==> config.mk <==
export PLATFORM = sky130hd
export DESIGN_NAME = intt_stream_sequencer
export DESIGN_NICKNAME = d
export VERILOG_FILES = /design/src/rtl/ntt_pkg.sv /design/src/rtl/ntt_skid_fifo2.sv /design/src/rtl/intt_stream_sequencer.sv
export SDC_FILE = /design/constraint.sdc
export NUM_CORES = 1
export LEC_CHECK = 0
export CAP_MARGIN = 20
export CORE_UTILIZATION = 45
export CTS_CLUSTER_SIZE = 30
export DETAILED_ROUTE_END_ITERATION = 16
export GPL_TIMING_DRIVEN = 0
export PLACE_DENSITY_LB_ADDON = 0.25
export SETUP_SLACK_MARGIN = 0.2
export SYNTH_ARGS = -nofsm -noshare
export SYNTH_HDL_FRONTEND = slang
export SYNTH_HIERARCHICAL = 1
export SYNTH_SLANG_ARGS = --single-unit
==> constraint.sdc <==
create_clock -name clk -period 8.65 [get_ports clk]
set_clock_uncertainty 0.2 [all_clocks]
set_input_delay 2.1625 -clock clk [delete_from_list [all_inputs] [get_ports clk]]
set_output_delay 2.1625 -clock clk [all_outputs]
set_load 0.01 [all_outputs]
==> src/rtl/ntt_pkg.sv <==
// Shared types and constants for the inverse-NTT stream sequencer and its helpers.
package ntt_pkg;

   typedef enum logic [1:0] {
      LOAD  = 2'd0,
      START = 2'd1,
      WAIT  = 2'd2,
      DRAIN = 2'd3
   } seq_state_t;

   localparam int          NTT_N          = 256;
   localparam int          NTT_ADDR_WIDTH = 8;
   localparam logic [31:0] NTT_Q          = 32'd8380417;

endpackage

==> src/rtl/ntt_skid_fifo2.sv <==
// Two-entry FIFO that absorbs the one-cycle read latency of the engine on the drain path.
module ntt_skid_fifo2 #(
   parameter int W = 33
) (
   input  logic         clk,
   input  logic         rst,
   input  logic         i_push,
   input  logic [W-1:0] i_din,
   input  logic         i_pop,
   output logic [W-1:0] o_dout,
   output logic         o_empty,
   output logic [1:0]   o_count
);

   logic [W-1:0] r_mem [2];
   logic         r_wr_ptr;
   logic         r_rd_ptr;
   logic [1:0]   r_count;

   always_ff @(posedge clk) begin
      if (rst) begin
         r_wr_ptr <= 1'b0;
         r_rd_ptr <= 1'b0;
         r_count  <= 2'd0;
      end else begin
         if (i_push) r_wr_ptr <= ~r_wr_ptr;
         if (i_pop)  r_rd_ptr <= ~r_rd_ptr;
         r_count <= r_count + {1'b0, i_push} - {1'b0, i_pop};
      end
   end

   // Storage carries no reset; occupancy alone says what is valid.
   always_ff @(posedge clk) begin
      if (i_push) r_mem[r_wr_ptr] <= i_din;
   end

   assign o_dout  = r_mem[r_rd_ptr];
   assign o_empty = (r_count == 2'd0);
   assign o_count = r_count;

endmodule

==> src/rtl/intt_stream_sequencer.sv <==
// Streams one polynomial into the inverse-NTT engine, starts it, waits for done and
// drains the results back out as a valid/ready stream; one job in flight at a time.
module intt_stream_sequencer
   import ntt_pkg::*;
#(
   parameter int N              = NTT_N,
   parameter int WIDTH          = 32,
   parameter int ADDR_WIDTH     = NTT_ADDR_WIDTH,
   parameter int TIMEOUT_CYCLES = 8192
) (
   input  logic                  clk,
   input  logic                  rst,
   input  logic                  s_valid,
   output logic                  s_ready,
   input  logic [WIDTH-1:0]      s_data,
   input  logic                  s_last,
   output logic                  m_valid,
   input  logic                  m_ready,
   output logic [WIDTH-1:0]      m_data,
   output logic                  m_last,
   output logic                  eng_start,
   input  logic                  eng_done,
   output logic                  eng_load_coeff,
   output logic [ADDR_WIDTH-1:0] eng_load_addr,
   output logic [WIDTH-1:0]      eng_load_data,
   output logic [ADDR_WIDTH-1:0] eng_read_addr,
   input  logic [WIDTH-1:0]      eng_read_data,
   output logic                  busy,
   output logic                  err_last,
   output logic                  err_timeout
);

   localparam int                CW       = ADDR_WIDTH + 1;
   localparam int                TO_W     = $clog2(TIMEOUT_CYCLES) + 1;
   localparam logic [CW-1:0]     LAST_IDX = CW'(N - 1);
   localparam logic [CW-1:0]     CNT_N    = CW'(N);
   localparam logic [TO_W-1:0]   TO_LIMIT = TO_W'(TIMEOUT_CYCLES - 1);
   localparam logic [TO_W-1:0]   TO_MAX   = '1;

   seq_state_t          r_state, w_state_nxt;
   logic [CW-1:0]       r_ld_cnt, r_rd_cnt;
   logic [TO_W-1:0]     r_to_cnt;
   logic                r_err_last, r_err_timeout;
   logic                r_inflight, r_inflight_last;
   logic [ADDR_WIDTH-1:0] r_rd_addr;
   logic                w_beat, w_issue, w_pop, w_mismatch;
   logic                w_fifo_empty;
   logic [1:0]          w_fifo_count;
   logic [2:0]          w_occ;
   logic [WIDTH:0]      w_head;

   assign w_beat     = s_valid && (r_state == LOAD);
   assign w_mismatch = s_last != (r_ld_cnt == LAST_IDX);
   assign w_pop      = !w_fifo_empty && m_ready;
   // Occupancy counts a same-cycle pop so a steady drain issues one read per cycle.
   assign w_occ      = {1'b0, w_fifo_count} + {2'b00, r_inflight} - {2'b00, w_pop};

   always_ff @(posedge clk) begin
      if (rst) r_state <= LOAD;
      else     r_state <= w_state_nxt;
   end

   always_comb begin
      w_state_nxt = r_state;
      s_ready     = 1'b0;
      eng_start   = 1'b0;
      w_issue     = 1'b0;
      case (r_state)
         LOAD: begin
            s_ready = 1'b1;
            if (w_beat && (r_ld_cnt == LAST_IDX)) w_state_nxt = START;
         end
         START: begin
            eng_start   = 1'b1;
            w_state_nxt = WAIT;
         end
         WAIT: begin
            if (eng_done) w_state_nxt = DRAIN;
         end
         DRAIN: begin
            w_issue = (r_rd_cnt != CNT_N) && (w_occ < 3'd2);
            if (w_pop && w_head[WIDTH]) w_state_nxt = LOAD;
         end
         default: w_state_nxt = LOAD;
      endcase
   end

   always_ff @(posedge clk) begin
      if (rst) begin
         r_ld_cnt      <= '0;
         r_rd_cnt      <= '0;
         r_to_cnt      <= '0;
         r_err_last    <= 1'b0;
         r_err_timeout <= 1'b0;
         r_inflight    <= 1'b0;
         r_rd_addr     <= '0;
      end else begin
         r_inflight <= w_issue;
         if (w_beat) begin
            r_ld_cnt <= r_ld_cnt + 1'b1;
            // The first beat of a job starts a fresh error record.
            if (r_ld_cnt == '0) begin
               r_err_last    <= w_mismatch;
               r_err_timeout <= 1'b0;
            end else begin
               r_err_last <= r_err_last | w_mismatch;
            end
         end
         if (r_state == WAIT) begin
            if (eng_done) begin
               r_to_cnt <= '0;
            end else begin
               if (r_to_cnt != TO_MAX) r_to_cnt <= r_to_cnt + 1'b1;
               if (r_to_cnt == TO_LIMIT) r_err_timeout <= 1'b1;
            end
         end
         if (w_issue) begin
            r_rd_cnt  <= r_rd_cnt + 1'b1;
            r_rd_addr <= r_rd_cnt[ADDR_WIDTH-1:0];
         end
         if ((r_state == DRAIN) && w_pop && w_head[WIDTH]) begin
            r_ld_cnt <= '0;
            r_rd_cnt <= '0;
         end
      end
   end

   always_ff @(posedge clk) begin
      r_inflight_last <= (r_rd_cnt == LAST_IDX);
   end

   ntt_skid_fifo2 #(.W(WIDTH + 1)) u_fifo (
      .clk     (clk),
      .rst     (rst),
      .i_push  (r_inflight),
      .i_din   ({r_inflight_last, eng_read_data}),
      .i_pop   (w_pop),
      .o_dout  (w_head),
      .o_empty (w_fifo_empty),
      .o_count (w_fifo_count)
   );

   assign m_valid        = !w_fifo_empty;
   assign m_data         = m_valid ? w_head[WIDTH-1:0] : '0;
   assign m_last         = m_valid & w_head[WIDTH];
   assign eng_load_coeff = w_beat;
   assign eng_load_addr  = r_ld_cnt[ADDR_WIDTH-1:0];
   assign eng_load_data  = w_beat ? s_data : '0;
   assign eng_read_addr  = w_issue ? r_rd_cnt[ADDR_WIDTH-1:0] : r_rd_addr;
   assign busy           = !((r_state == LOAD) && (r_ld_cnt == '0));
   assign err_last       = r_err_last;
   assign err_timeout    = r_err_timeout;

endmodule
==> flow_summary.toml <==
[run_status]
outcome = "complete, no violations"

[final_layout]
final_nets = 733
antennaDiodeCount = 0
layout.cells.most_common_list = "sky130_fd_sc_hd__clkdlybuf4s50_1, sky130_fd_sc_hd__edfxtp_1, sky130_fd_sc_hd__dfxtp_1"
final_layout_size_suffix_gt1_share_pct = 15.4
areaGrowthSynthToFinish_pct = 43.4
final_util_pct = 66.7
fin_area_mm2 = 0.00808
final_common_cell = "sky130_fd_sc_hd__clkdlybuf4s50_1"
fillerInstances = 917

[critical_path]
max_stage_delay_ns = 0.56
reg2reg_from = "u_fifo/o_count[1]$_SDFF_PP0_"
worst-setup-path-type = "primary input to output pin"
reg2reg_to = "r_rd_addr[2]$_SDFF_PP0_"
cp_slowest_cell = "sky130_fd_sc_hd__a211oi_4"
r2r_cells = 9
cp_max_fo = 10
worst-r2r-setup-slack_ns = 5.12
cp.required_ns = 6.29
worst-endpoint-arrival_ns = 5.59
critical_path.cell_chain = "clkdlybuf4s50_1 > nor2b_1 > nor2b_1 > o21ai_0 > fa_1 > nand2_1 > a211oi_4 > mux2_2 > clkdlybuf4s50_1"
worstSetupEndpointType = "output pin"
kind_of_start_point_of_the_critical_path = "primary input"

[sta]
timing.fmax_mhz = 126
max-slew-margin-rel_pct = 43.6
setup_tns_ns = 0
hold_viol_final = 0
max_slew.worst_pin.slew_ns = 0.845
number_of_setup_violations_in_the_final_report = 0
timing_max_transition_violations_final = 0
rsz0062_at_grt = "no"
post-route-period-util_pct = 92.0
post-route-min-period_ns = 7.95

[power_and_ir_drop]
cell_pwr_density_mw_per_mm2 = 218
p_leak_nw = 3.00
irDropWorstVdd_mv = 0.103
total_power_mw = 1.76

[global_route]
grt_use_total_pct = 19.9
grt-ovfl-total = 0
first_global_vias = 4288
grt_start_max_net_pins = 34
grt_first_pass_wirelength_mm = 19.9
grt_antenna_before_repair = 0

[clocking]
postCtsSetupBuffers = 0
cts_repair_resize_count = 0
cts.sinks = 117
skew_pair_late_insertion_delay_ns = 0.40
cts_tree = "built"
ctsLongestPathBuffers = 2
clk_root_buffer_cell = "sky130_fd_sc_hd__clkbuf_16"
cts_hold_buf = 0
cts-buffers-inserted = 17
clk_pin_slew_ns = 0.05
htreeDepth = 4

[synthesis]
synth_fa_ha_area_share_pct = 3.46
synth-compound-area-share_pct = 5.46
net_count_of_the_mapped_netlist = 556
ys_seq_elements = 117
synthXorXnorAreaFrac_pct = 2.42
async_reset_ff_share_pct = 0
synth-edff-count = 66
post_synth.cell_area_avg_um2 = 12.0
synth_sequential_area_ratio_pct = 53.3
yosys_warnings = 6
synth_mux_area_share_pct = 10.9
mappedNetlistArea_mm2 = 0.00564
synth_top_family_by_area = "simple AND/OR/NAND/NOR gates"
post_synth_and_or_nand_nor_area_fraction_pct = 19.6
synth.lib_cells_used.distinct = 55
synth_top_flop_cell = "sky130_fd_sc_hd__edfxtp_1"
syn-instance-count = 471

[drt]
routed_wire_length_per_instance_um = 14.8
initialDrtViolationCount = 165
drt.antenna.violating_nets = 0
detailroute.via_count = 4207
drt_pass1_iterations = 5
wl_mm = 12.3
routed_via_density = 5.07
remaining_drc_errors = 0

[job]
number_of_max_capacitance_violations_reported = 0

[floorplan]
die-height_um = 114
num_rows = 40
io-pin-count = 158
core_region_area_mm2 = 0.0121
initial_core_utilization_pct = 46.5
die_footprint_mm2 = 0.0130
fp.dieW_um = 114

[worst_hold_path]
timing.hold.worst.class = "flip-flop to flip-flop"
timing.hold.worst.start = "r_inflight_last$_DFF_P_"
min_path_cells = 0
timing.hold.worst_endpoint = "u_fifo/r_mem[1][32]$_DFFE_PP_"

[placed_design]
dpl_cell_area_mm2 = 0.00745
io_buffers = 157
finalWeightedCongestion = 0.830
detailed_place_hpwl_mm = 8.79
==> registers in the layout, indices dropped and copies added (netlist names), named ones only <==
register	flops
u_fifo/r_mem	66
r_ld_cnt	9
u_fifo/r_wr_ptr	1
r_inflight	1
u_fifo/r_rd_ptr	1
r_inflight_last	1
r_to_cnt	14
err_last	1
r_rd_cnt	9
u_fifo/o_count	2
r_rd_addr	8
r_state	2
err_timeout	1
==> critical path, delay by kind of cell <==
| family | cells | cell delay [ns] |
|---|---|---|
| buffers and inverters | 2 | 1.03 |
| and+or+nand+nor | 3 | 0.73 |
| AOI/OAI and AO/OA | 2 | 0.73 |
| adders and majority gates | 1 | 0.51 |
| muxes | 1 | 0.43 |
==> per-layer routing <==
layer / vias up / track usage [%] / wire length [µm]
met1: 1990 / 21.7 / 5110
met5: - / 0 / 0
met3: 14 / 6.06 / 773
met2: 154 / 36.7 / 6230
li1: 2049 / - / -
met4: 0 / 6.49 / 155
==> how the worst max path moves through the flow <==
stage | start | end | slack [ns] | cells past startpoint
after floorplan | m_ready | eng_read_addr[0] | 2.09 | 7
after global placement | m_ready | eng_read_addr[2] | 0.82 | 9
after detailed placement | m_ready | eng_read_addr[2] | 0.75 | 9
after CTS | m_ready | eng_read_addr[2] | 0.68 | 9
after global routing | m_ready | eng_read_addr[2] | 0.51 | 9
final | m_ready | eng_read_addr[2] | 0.70 | 9
==> cell type report <==
cell class	instances	area (µm²)	area share (%)
clock inverter	15	210	2.60
multi-input combinational	309	2370	29.3
buffer	27	205	2.54
sequential	117	3000	37.2
inverter	18	67.6	0.836
clock buffer	17	425	5.26
tap	168	210	2.60
timing repair buffer	158	1590	19.7
==> per-stage QoR <==
step,setup slack (ns),hold WS [ns],cells
5_1_grt,0.507,0.250,829
3_5_place_dp,0.751,0.220,797
4_1_cts,0.681,0.232,829
6_report,0.695,0.228,829
3_3_place_gp,0.819,0.213,796
2_1_floorplan,2.09,0.204,471
==> cells by family after synthesis <==
| family | after synthesis |
|---|---|
| fa+ha+maj | 15 |
| xor+xnor | 14 |
| simple gates | 191 |
| buf+inv | 45 |
| flops | 117 |
| mux | 45 |
| compound gates | 44 |
==> power by group <==
part	internal (mW)	switching [mW]	leakage, nW
registers	0.597	0.0101	1.01
clock network	0.507	0.239	0.306
logic	0.233	0.177	1.69
total	1.34	0.425	3.00
==> Yosys cell counts, types with 2 or more instances <==
library cell | number | area [µm²]
sky130_fd_sc_hd__edfxtp_1 | 66 | 1980
sky130_fd_sc_hd__dfxtp_1 | 51 | 1020
sky130_fd_sc_hd__nor2b_1 | 40 | 250
sky130_fd_sc_hd__and3_1 | 37 | 231
sky130_fd_sc_hd__nor2_1 | 31 | 116
sky130_fd_sc_hd__mux2_4 | 30 | 450
sky130_fd_sc_hd__nand2_1 | 21 | 78.8
sky130_fd_sc_hd__inv_1 | 17 | 63.8
sky130_fd_sc_hd__ha_1 | 14 | 175
sky130_fd_sc_hd__a21oi_1 | 13 | 65.1
sky130_fd_sc_hd__nand3_1 | 12 | 60.1
sky130_fd_sc_hd__clkbuf_1 | 11 | 41.3
sky130_fd_sc_hd__mux2_2 | 10 | 113
sky130_fd_sc_hd__nor3_1 | 9 | 45.0
sky130_fd_sc_hd__xnor2_1 | 9 | 78.8
sky130_fd_sc_hd__buf_4 | 8 | 60.1
sky130_fd_sc_hd__nand4_1 | 8 | 50.1
sky130_fd_sc_hd__o21ai_0 | 8 | 40.0
sky130_fd_sc_hd__and2b_1 | 7 | 52.6
sky130_fd_sc_hd__mux2i_1 | 5 | 50.1
sky130_fd_sc_hd__a211oi_1 | 4 | 30.0
sky130_fd_sc_hd__a31oi_1 | 4 | 25.0
sky130_fd_sc_hd__or3_1 | 4 | 25.0
sky130_fd_sc_hd__or4_1 | 4 | 30.0
sky130_fd_sc_hd__xor2_1 | 4 | 35.0
sky130_fd_sc_hd__buf_12 | 3 | 60.1
sky130_fd_sc_hd__buf_6 | 3 | 33.8
sky130_fd_sc_hd__nor4_1 | 3 | 18.8
sky130_fd_sc_hd__o31ai_1 | 3 | 22.5
sky130_fd_sc_hd__a211o_1 | 2 | 17.5
sky130_fd_sc_hd__and4b_1 | 2 | 20.0
sky130_fd_sc_hd__buf_2 | 2 | 10.0
sky130_fd_sc_hd__nand2b_1 | 2 | 12.5
sky130_fd_sc_hd__nand3b_1 | 2 | 15.0
sky130_fd_sc_hd__nor4_2 | 2 | 25.0
Power figures use the tool's default switching activity.
